[src/rtl/gerenciador_estados.sv]
// Main pet state controller: one-hot pet state updated once per decision tick
// from two buttons and packed status channels. Optional ALERTA_EN builds low-status flags.
module gerenciador_estados #(
  parameter int N_STATUS      = 3,
  parameter int STATUS_W      = 8,
  parameter int TICK_PERIOD   = 4194304,
  parameter int HOLD_CYCLES   = 134217728,
  parameter int MORTE_LIMIAR  = 0,
  parameter int ATIV_TICKS    = 8,
  parameter int ALERTA_LIMIAR = 32
) (
  input  logic                         clk,
  input  logic                         rst,
  input  logic                         b1,
  input  logic                         b2,
  input  logic                         b1_hold,
  input  logic                         b2_hold,
  input  logic [N_STATUS*STATUS_W-1:0] status,
  output logic [4:0]                   estado,
  output logic                         tick,
  output logic [N_STATUS-1:0]          alerta
);

  typedef enum logic [4:0] {
    INTRO      = 5'b00000,
    IDLE       = 5'b00001,
    DORMINDO   = 5'b00010,
    COMENDO    = 5'b00100,
    DANDO_AULA = 5'b01000,
    MORTO      = 5'b10000
  } estado_t;

  localparam int TW = $clog2(TICK_PERIOD);
  localparam int AW = (ATIV_TICKS == 0) ? 1 : $clog2(ATIV_TICKS + 1);
  localparam int HW = $clog2(HOLD_CYCLES + 1);

  localparam logic [TW-1:0]       TICK_LAST = TW'(TICK_PERIOD - 1);
  localparam logic [AW-1:0]       ATIV_LAST = (ATIV_TICKS == 0) ? '0 : AW'(ATIV_TICKS - 1);
  localparam logic [HW-1:0]       HOLD_MAX  = HW'(HOLD_CYCLES);
  localparam logic [HW-1:0]       HOLD_LAST = HW'(HOLD_CYCLES - 1);
  localparam logic [STATUS_W-1:0] MORTE_V   = STATUS_W'(MORTE_LIMIAR);

  estado_t       estado_q, estado_nxt;
  logic [TW-1:0] tick_cnt;
  logic [AW-1:0] ativ_cnt, ativ_nxt;
  logic [HW-1:0] hold_cnt;
  logic          b1_l, b2_l;
  logic          decisao, hold_both, hold_fire, eb1, eb2, morte;

  function automatic logic morte_det(input logic [N_STATUS*STATUS_W-1:0] s);
    morte_det = 1'b0;
    for (int i = 0; i < N_STATUS; i++)
      if (s[i*STATUS_W +: STATUS_W] <= MORTE_V) morte_det = 1'b1;
  endfunction

  assign decisao   = (tick_cnt == TICK_LAST);
  assign hold_both = b1_hold & b2_hold;
  // Fires on the edge the counter reaches HOLD_CYCLES and every cycle while saturated.
  assign hold_fire = hold_both & (hold_cnt >= HOLD_LAST);
  assign eb1       = b1_l | b1;
  assign eb2       = b2_l | b2;
  assign morte     = morte_det(status);
  assign estado    = estado_q;

  always_ff @(posedge clk or posedge rst) begin
    if (rst) begin
      estado_q <= INTRO;
      tick     <= 1'b0;
      tick_cnt <= '0;
      ativ_cnt <= '0;
      hold_cnt <= '0;
      b1_l     <= 1'b0;
      b2_l     <= 1'b0;
    end else begin
      estado_q <= estado_nxt;
      ativ_cnt <= ativ_nxt;
      tick     <= decisao;
      if (!hold_both)               hold_cnt <= '0;
      else if (hold_cnt != HOLD_MAX) hold_cnt <= hold_cnt + HW'(1);
      if (hold_fire || decisao) begin
        tick_cnt <= hold_fire ? '0 : (decisao ? '0 : tick_cnt + TW'(1));
        b1_l     <= 1'b0;
        b2_l     <= 1'b0;
      end else begin
        tick_cnt <= tick_cnt + TW'(1);
        b1_l     <= b1_l | b1;
        b2_l     <= b2_l | b2;
      end
    end
  end

  always_comb begin
    estado_nxt = estado_q;
    ativ_nxt   = ativ_cnt;
    if (decisao) begin
      ativ_nxt = '0;
      if (estado_q == MORTO || morte) begin
        estado_nxt = MORTO;
      end else begin
        case (estado_q)
          INTRO: if (eb1 | eb2) estado_nxt = IDLE;
          IDLE: begin
            if (eb1 & eb2)       estado_nxt = DANDO_AULA;
            else if (eb1)        estado_nxt = COMENDO;
            else if (eb2)        estado_nxt = DORMINDO;
          end
          DORMINDO, COMENDO, DANDO_AULA: begin
            if (eb1 | eb2)                                      estado_nxt = IDLE;
            else if ((ATIV_TICKS != 0) && (ativ_cnt == ATIV_LAST)) estado_nxt = IDLE;
            else if (ATIV_TICKS != 0)                           ativ_nxt = ativ_cnt + AW'(1);
          end
          default: estado_nxt = INTRO;
        endcase
      end
    end
    if (hold_fire) begin
      estado_nxt = INTRO;
      ativ_nxt   = '0;
    end
  end

`ifdef ALERTA_EN
  localparam logic [STATUS_W:0] ALERTA_V = (STATUS_W + 1)'(ALERTA_LIMIAR);
  logic [N_STATUS-1:0] alerta_q, alerta_nxt;

  always_comb begin
    alerta_nxt = '0;
    for (int i = 0; i < N_STATUS; i++)
      alerta_nxt[i] = ({1'b0, status[i*STATUS_W +: STATUS_W]} < ALERTA_V);
    if (estado_nxt == MORTO) alerta_nxt = '0;
  end

  always_ff @(posedge clk or posedge rst) begin
    if (rst)            alerta_q <= '0;
    else if (hold_fire) alerta_q <= '0;
    else if (decisao)   alerta_q <= alerta_nxt;
  end

  assign alerta = alerta_q;
`else
  logic alerta_unused;
  assign alerta_unused = (ALERTA_LIMIAR != 0);
  assign alerta = '0;
`endif

endmodule

[config.mk]
export PLATFORM = sky130hd
export DESIGN_NAME = gerenciador_estados
export DESIGN_NICKNAME = d
export VERILOG_FILES = /design/src/rtl/gerenciador_estados.sv
export SDC_FILE = /design/constraint.sdc
export NUM_CORES = 1
export LEC_CHECK = 0
export CAP_MARGIN = 20
export CELL_PAD_IN_SITES_DETAIL_PLACEMENT = 2
export CELL_PAD_IN_SITES_GLOBAL_PLACEMENT = 2
export CORE_MARGIN = 3
export CORE_UTILIZATION = 35
export DETAILED_ROUTE_END_ITERATION = 6
export GPL_TIMING_DRIVEN = 1
export PLACE_DENSITY_LB_ADDON = 0.1
export SYNTH_ARGS = -nofsm -noshare
export SYNTH_HDL_FRONTEND = slang
export SYNTH_SLANG_ARGS = --single-unit
[constraint.sdc]
create_clock -name clk -period 3 [get_ports clk]
set_input_delay 0.75 -clock clk [delete_from_list [all_inputs] [get_ports clk]]
set_output_delay 0.75 -clock clk [all_outputs]
set_load 0.02 [all_outputs]
==> impl_metrics.yaml, run 1 <==
status:
  run_status: "complete, no violations"
timing:
  final-max-slew-violation-count: 0
  setup_violations: 0
  timing.max_slew.rel_slack_pct: 56.3
  hold_slack_ns: 0.506
  max_freq_mhz: 429
  setup_tns_ns: 0
  report.final.hold_viol_count: 0
  timing.final.ws_setup_ns: 0.668
  clock_skew_ns: 0.00647
  period_needed_ns: 2.33
  min_period_over_period_pct: 77.7
  rsz0062_at_grt: "no"
  tightest_slew_ns: 0.655
final_layout:
  fin_nets: 437
  final_cells: 537
  final_layout_size_suffix_gt1_share_pct: 8.09
  area.growth.synth_to_final_pct: 21.1
  final_util_pct: 44.0
  antenna-diode-count: 0
power_and_ir_drop:
  internal_power_uw: 1610
  p_switching_uw: 688
  leakage_power_uw: 0.00154
  power_frac_comb_pct: 16.6
  powerDensity_mw_per_mm2: 564
  clock_power_share_pct: 35.8
  pwr-share-seq_pct: 47.6
  power.switching_fraction_pct: 29.9
  vdd_ir_drop_max_mv: 0.211
critical_path:
  crit_path_start: "hold_cnt[7]"
  crit_required_ns: 3.20
  ff2ff_setup_slack_ns: 0.67
  timing.setup.critical_path_class: "register to register"
  cp_endpoint: "tick_cnt[9]"
  worstReg2RegStart: "hold_cnt[7]"
  worst_r2r_endpoint: "tick_cnt[9]"
  critical_path_peak_fanout: 33
  crit_path_end_kind: "register"
  reg2regPathDepth: 6
  cp.arrival_ns: 2.53
  setup.worst_path.start_class: "register"
synthesis:
  yosys-top-cells-area: "sky130_fd_sc_hd__dfrtp_1, sky130_fd_sc_hd__xnor2_1, sky130_fd_sc_hd__nor2_1"
  ys_seq_elements: 62
  post-synth-top-area-cell: "sky130_fd_sc_hd__dfrtp_1"
  number_of_instances_in_the_synthesized_netlist: 365
  synthesis.area_mm2: 0.00337
  synth_cell_type_count: 47
  synth_top_area_share_pct: 46.0
  synth_area_per_cell_um2: 9.23
  synth_seq_area_share_pct: 46.0
  yosys_warnings: 0
cts:
  cts_tree: "yes"
  numClockSinks: 62
  tritoncts.num_buffers: 9
  ctsResizeCount: 0
  clkLatencyLatePin_ns: 0.35
  postCtsSetupRepairBufs: 0
  root_buffer: "sky130_fd_sc_hd__clkbuf_8"
  cts_htree_levels: 3
  cts-hold-fix-buffers: 0
  clkTransAtPathRegs_ns: 0.07
  cts-root-to-sink-buffers: 2
route:
  initialDrtViolationCount: 72
  via_count: 2935
  avgRoutedWirePerCell_um: 17.2
  vias_per_cell: 5.47
  drt-pass1-iter-count: 4
  drt-total-wl_um: 9220
  drc_errors: 0
  ant_nets: 0
floorplanning:
  start_util_pct: 36.3
  die_height_um: 104
  ioPinCount: 39
  core.rowCount: 35
  die_width_um: 104
  die-area_mm2: 0.0108
  core_region_area_mm2: 0.00928
placed_design:
  hpwl_um: 6410
  gp_congestion: 0.754
  dpl_worst_slack_ns: 0.405
  place.port_buffers: 35
  placed_cells_incl_taps: 521
global_route:
  grt.overflow.total: 0
  grt_first_pass_wirelength_um: 16500
  grt_max_degree: 35
  grt_antenna_before_repair: 0
  grtUsageTotal_pct: 18.7
  via_count_of_the_first_global_routing_pass: 3331
hold_path:
  min-delay-path-class: "register to register"
job:
  max_cap_viol_count: 0
## cell families after synthesis
| family | count (synthesis) | synth area share, % |
|---|---|---|
| XOR/XNOR | 41 | 10.7 |
| buffers and inverters | 31 | 4.27 |
| AND/OR/NAND/NOR | 189 | 30.5 |
| multiplexers | 1 | 0.297 |
| AO/OA/AOI/OAI | 36 | 6.64 |
| flip-flops | 62 | 46.0 |
| adder cells (fa/ha/maj) | 4 | 1.48 |
| other | 1 | 0.111 |
## state kept, by name (all words and copies together), names as in the netlist
| signal | flops |
|---|---|
| tick | 1 |
| b1_l | 1 |
| hold_cnt | 28 |
| estado | 5 |
| ativ_cnt | 4 |
| b2_l | 1 |
| tick_cnt | 22 |
## layout by cell type, fill, tap and decap left out, types with 3 or more instances in the layout
cell type,n
sky130_fd_sc_hd__inv_1,12
sky130_fd_sc_hd__nor2b_1,3
sky130_fd_sc_hd__or3_1,6
sky130_fd_sc_hd__nor3_1,27
sky130_fd_sc_hd__ha_1,4
sky130_fd_sc_hd__o21ai_0,8
sky130_fd_sc_hd__nor4_1,21
sky130_fd_sc_hd__a21oi_1,15
sky130_fd_sc_hd__and4_1,6
sky130_fd_sc_hd__a31oi_1,4
sky130_fd_sc_hd__and3_1,3
sky130_fd_sc_hd__nand3_1,20
sky130_fd_sc_hd__clkbuf_8,10
sky130_fd_sc_hd__clkdlybuf4s50_1,35
sky130_fd_sc_hd__conb_1,3
sky130_fd_sc_hd__nor2_1,44
sky130_fd_sc_hd__buf_4,7
sky130_fd_sc_hd__nand4_1,14
sky130_fd_sc_hd__dfrtp_1,62
sky130_fd_sc_hd__nand2_1,25
sky130_fd_sc_hd__xor2_1,11
sky130_fd_sc_hd__xnor2_1,30
## per-layer routing
layer | part of all wire (%) | global-route usage (%) | vias to the layer above
met5 | 0 | 0 | -
met4 | 1.4 | 5.79 | 0
met3 | 1.6 | 3.85 | 13
met2 | 54 | 33.8 | 17
met1 | 43 | 22.2 | 1538
li1 | - | - | 1367
## critical path, stage by stage, from the launching register on
cell	delay [ns]
sky130_fd_sc_hd__dfrtp_1	0.46
sky130_fd_sc_hd__and4_1	0.30
sky130_fd_sc_hd__nand2_2	0.18
sky130_fd_sc_hd__or4_4	0.59
sky130_fd_sc_hd__a21oi_4	0.16
sky130_fd_sc_hd__buf_4	0.37
sky130_fd_sc_hd__nor3_1	0.12
## power by group through the flow
stage          clock network (µW)  registers, µW  logic [µW]
5_1_grt                       889           1120         439
3_3_place_gp                    0           1100         366
4_1_cts                       854           1090         392
2_1_floorplan                   0           1080         271
6_report                      825           1100         381
3_5_place_dp                    0           1110         384
## layout make-up
class / instances / area, µm²
Multi-Input combinational cell: 274 / 1680
Inverter: 13 / 48.8
Sequential cell: 62 / 1550
Clock buffer: 12 / 145
Tap cell: 129 / 161
Timing Repair Buffer: 43 / 423
Fill cell: 1039 / 5200
Clock inverter: 4 / 70.1
## how the worst min path moves through the flow
| stage | cells past startpoint | slack [ns] | end | from |
|---|---|---|---|---|
| 3_5_place_dp | 1 | 0.50 | tick_cnt[0] | tick_cnt[0] |
| 3_3_place_gp | 1 | 0.49 | tick_cnt[0] | tick_cnt[0] |
| 2_1_floorplan | 1 | 0.46 | tick_cnt[0] | tick_cnt[0] |
| 6_report | 1 | 0.51 | tick_cnt[0] | tick_cnt[0] |
| 4_1_cts | 1 | 0.51 | tick_cnt[0] | tick_cnt[0] |
| 5_1_grt | 1 | 0.55 | tick_cnt[0] | tick_cnt[0] |
## synthesized netlist by cell type, drive strengths merged
master   n
nand2   27
nor4    23
o2111a   1
inv     13
buf     10
nor3b    1
xnor2   30
nor3    27
or3b     1
mux2i    1
nand3   21
nand3b   1
a21boi   1
dfrtp   62
a22o     1
a32oi    2
o21ai    8
or4b     2
and3     3
nor2b    3
ha       4
xor2    11
a21oi   16
a31oi    4
nor2    44
or3      6
or4      3
clkbuf   8
nand4b   1
and2     2
nand2b   1
nor4b    1
conb     1
nand4   16
a211oi   2
and4     6
o211ai   1
## through the flow
stage / total power [µW] / cell area (µm²)
2_1_floorplan: 1350 / 3380
4_1_cts: 2340 / 4080
5_1_grt: 2450 / 4080
3_5_place_dp: 1490 / 3870
3_3_place_gp: 1470 / 3870
6_report: 2300 / 4080
Note: power is estimated with default switching activity, not from simulation.
==> inputs of run 2 (changes only) <==
==> constraint.sdc (replaced) <==
create_clock -name clk -period 2.2 [get_ports clk]
set_input_delay 0.55 -clock clk [delete_from_list [all_inputs] [get_ports clk]]
set_output_delay 0.55 -clock clk [all_outputs]
set_load 0.02 [all_outputs]
==> impl_metrics.yaml, run 2 (synthesis gave the netlist of run 1 again) <==
status:
  run_status: "complete, no violations"
final_layout:
  antenna-diode-count: 0
  largest_register_ff_count: 28
  multiInputGateArea_mm2: 0.00170
  layout.cells.most_common_list: "sky130_fd_sc_hd__dfrtp_1, sky130_fd_sc_hd__nor2_1, sky130_fd_sc_hd__clkdlybuf4s50_1"
  postLayoutCellArea_mm2: 0.00426
  fin_nets: 455
  registers.top_by_ff_count: "hold_cnt"
  final_layout_size_suffix_gt1_share_pct: 12.7
  layout.cells.most_common: "sky130_fd_sc_hd__dfrtp_1"
  area.growth.synth_to_final_pct: 26.2
  ff_latch_area_mm2: 0.00155
  n_fill_cell: 1025
  final_util_pct: 45.8
cts:
  clkLatencyLatePin_ns: 0.34
  cts_tree: "yes"
  root_buffer: "sky130_fd_sc_hd__clkbuf_8"
  clkTransAtPathRegs_ns: 0.07
  tritoncts.num_buffers: 9
  cts-root-to-sink-buffers: 2
  numClockSinks: 62
  cts_htree_levels: 3
critical_path:
  critical_path.cell_chain: "ha_4 > nand3_2 > buf_4 > nor4_4 > nand2_2 > or4b_1 > a21oi_1"
  critical_path_peak_fanout: 5
  worstPathBufferInverterCount: 1
  timing.setup.critical_path_class: "register to register"
  timing.critical_path.slowest_stage_cell: "sky130_fd_sc_hd__or4b_1"
  crit_required_ns: 2.47
  cp.arrival_ns: 2.38
  category_of_cells_accounting_for_the_largest_share_of_critical_path_delay: "simple AND/OR/NAND/NOR gates"
  setup.worst_path.start_class: "register"
  slowest_stage_delay_on_critical_path_ns: 0.54
  cp_num_cells: 7
  reg2regPathDepth: 7
  crit_path_end_kind: "register"
route:
  initialDrtViolationCount: 54
  vias_per_cell: 5.29
  wl_met2_um: 5140
  ant_nets: 0
  drt-total-wl_um: 9680
  avgRoutedWirePerCell_um: 17.4
  top_layer: "met4"
  detail_route.wirelength.met1_um: 4290
  route.met3.wl_um: 158
  drt-pass1-iter-count: 4
  drc_errors: 0
  via_count: 2937
floorplanning:
  ioPinCount: 39
  die-area_mm2: 0.0108
  die_width_um: 104
  core.rowCount: 35
  die_height_um: 104
  core_region_area_mm2: 0.00928
  start_util_pct: 36.3
timing:
  clock_skew_ns: 0.0119
  timing.max_slew.rel_slack_pct: 64.9
  report.final.hold_viol_count: 0
  final-max-slew-violation-count: 0
  period_needed_ns: 2.11
  min_period_over_period_pct: 95.9
  setup_violations: 0
  max_freq_mhz: 474
  tightest_slew_ns: 0.521
placed_design:
  hpwl_um: 6570
  detailed_place.area_mm2: 0.00399
  gp_congestion: 0.789
  place.port_buffers: 35
global_route:
  grt_antenna_before_repair: 0
  grt_max_degree: 63
  via_count_of_the_first_global_routing_pass: 3218
  grtUsageTotal_pct: 18.6
  grt_first_pass_wirelength_um: 16400
  grt.overflow.total: 0
hold_path:
  worstHoldPathCells: 2
  min-delay-path-class: "register to register"
power_and_ir_drop:
  leakage_power_uw: 0.00162
  powerDensity_mw_per_mm2: 759
  vdd_ir_drop_max_mv: 0.303
job:
  max_cap_viol_count: 0
[run 2: path summary, 6_finish.rpt]
| path | from | end | slack [ns] |
|---|---|---|---|
| hold / removal | ativ_cnt[1] | ativ_cnt[1] | 0.56 |
| hold reg to reg | ativ_cnt[1] | ativ_cnt[1] | 0.56 |
| max in group asynchronous | rst | estado[3] | 1.29 |
| min in group asynchronous | rst | hold_cnt[16] | 0.62 |
| setup reg to reg | tick_cnt[0] | estado[0] | 0.09 |
| setup / recovery | tick_cnt[0] | estado[0] | 0.09 |
[run 2: worst reg2reg max path, cell delays in order (launching register included)]
cell and delay (ns):
sky130_fd_sc_hd__dfrtp_1 0.43, sky130_fd_sc_hd__ha_4 0.18, sky130_fd_sc_hd__nand3_2 0.09, sky130_fd_sc_hd__buf_4 0.18, sky130_fd_sc_hd__nor4_4 0.32, sky130_fd_sc_hd__nand2_2 0.14
sky130_fd_sc_hd__or4b_1 0.54, sky130_fd_sc_hd__a21oi_1 0.16
[run 2: routing by layer]
metal	global-route usage (%)	vias up
met1	23.3	1509
met3	3.04	10
met4	5.41	0
met2	32.9	18
met5	0	-
li1	-	1400
[run 2: layout make-up]
| type | count | area share (%) |
|---|---|---|
| flip-flops and latches | 62 | 36.5 |
| well taps | 129 | 3.79 |
| repair buffers | 61 | 13.4 |
| multi-input cells | 274 | 39.8 |
| clock inverters | 5 | 1.94 |
| clock buffers | 11 | 3.32 |
| inverters | 13 | 1.23 |
[run 2: stage by stage]
step,std cells,TNS (ns),setup WS [ns],hold slack [ns],power (µW)
finish,555,0,0.0906,0.561,3230
detailed placement,535,-0.403,-0.0864,0.524,2060
global route,555,-0.0282,-0.0282,0.592,3440
floorplan,367,0,0.109,0.463,1840
CTS,551,0,0.0536,0.534,3230
global placement,535,-0.0326,-0.0202,0.493,2010
[run 2: what timing repair did]
item	in CTS	in global routing
hold buffers	0	0
buffers inserted	0	4
setup endpoints to repair	0	17
resized for setup	0	3
[run 2: where the power goes]
group | leakage (µW) | internal (µW) | total, µW | switching (µW)
Sequential | 0.000768 | 1290 | 1510 | 216
Combinational | 0.000740 | 282 | 571 | 289
Clock | 0.000113 | 672 | 1150 | 481
Total | 0.00162 | 2250 | 3230 | 986
==> inputs of run 3 (changes only) <==
--- a/config.mk
+++ b/config.mk
@@ -5,7 +5,7 @@
 export SDC_FILE = /design/constraint.sdc
 export NUM_CORES = 1
 export LEC_CHECK = 0
-export CAP_MARGIN = 20
+export CAP_MARGIN = 15
 export CELL_PAD_IN_SITES_DETAIL_PLACEMENT = 2
 export CELL_PAD_IN_SITES_GLOBAL_PLACEMENT = 2
 export CORE_MARGIN = 3
==> results of run 3 <==
Same layout as run 2: the final DEF is identical, and so are final timing and power.
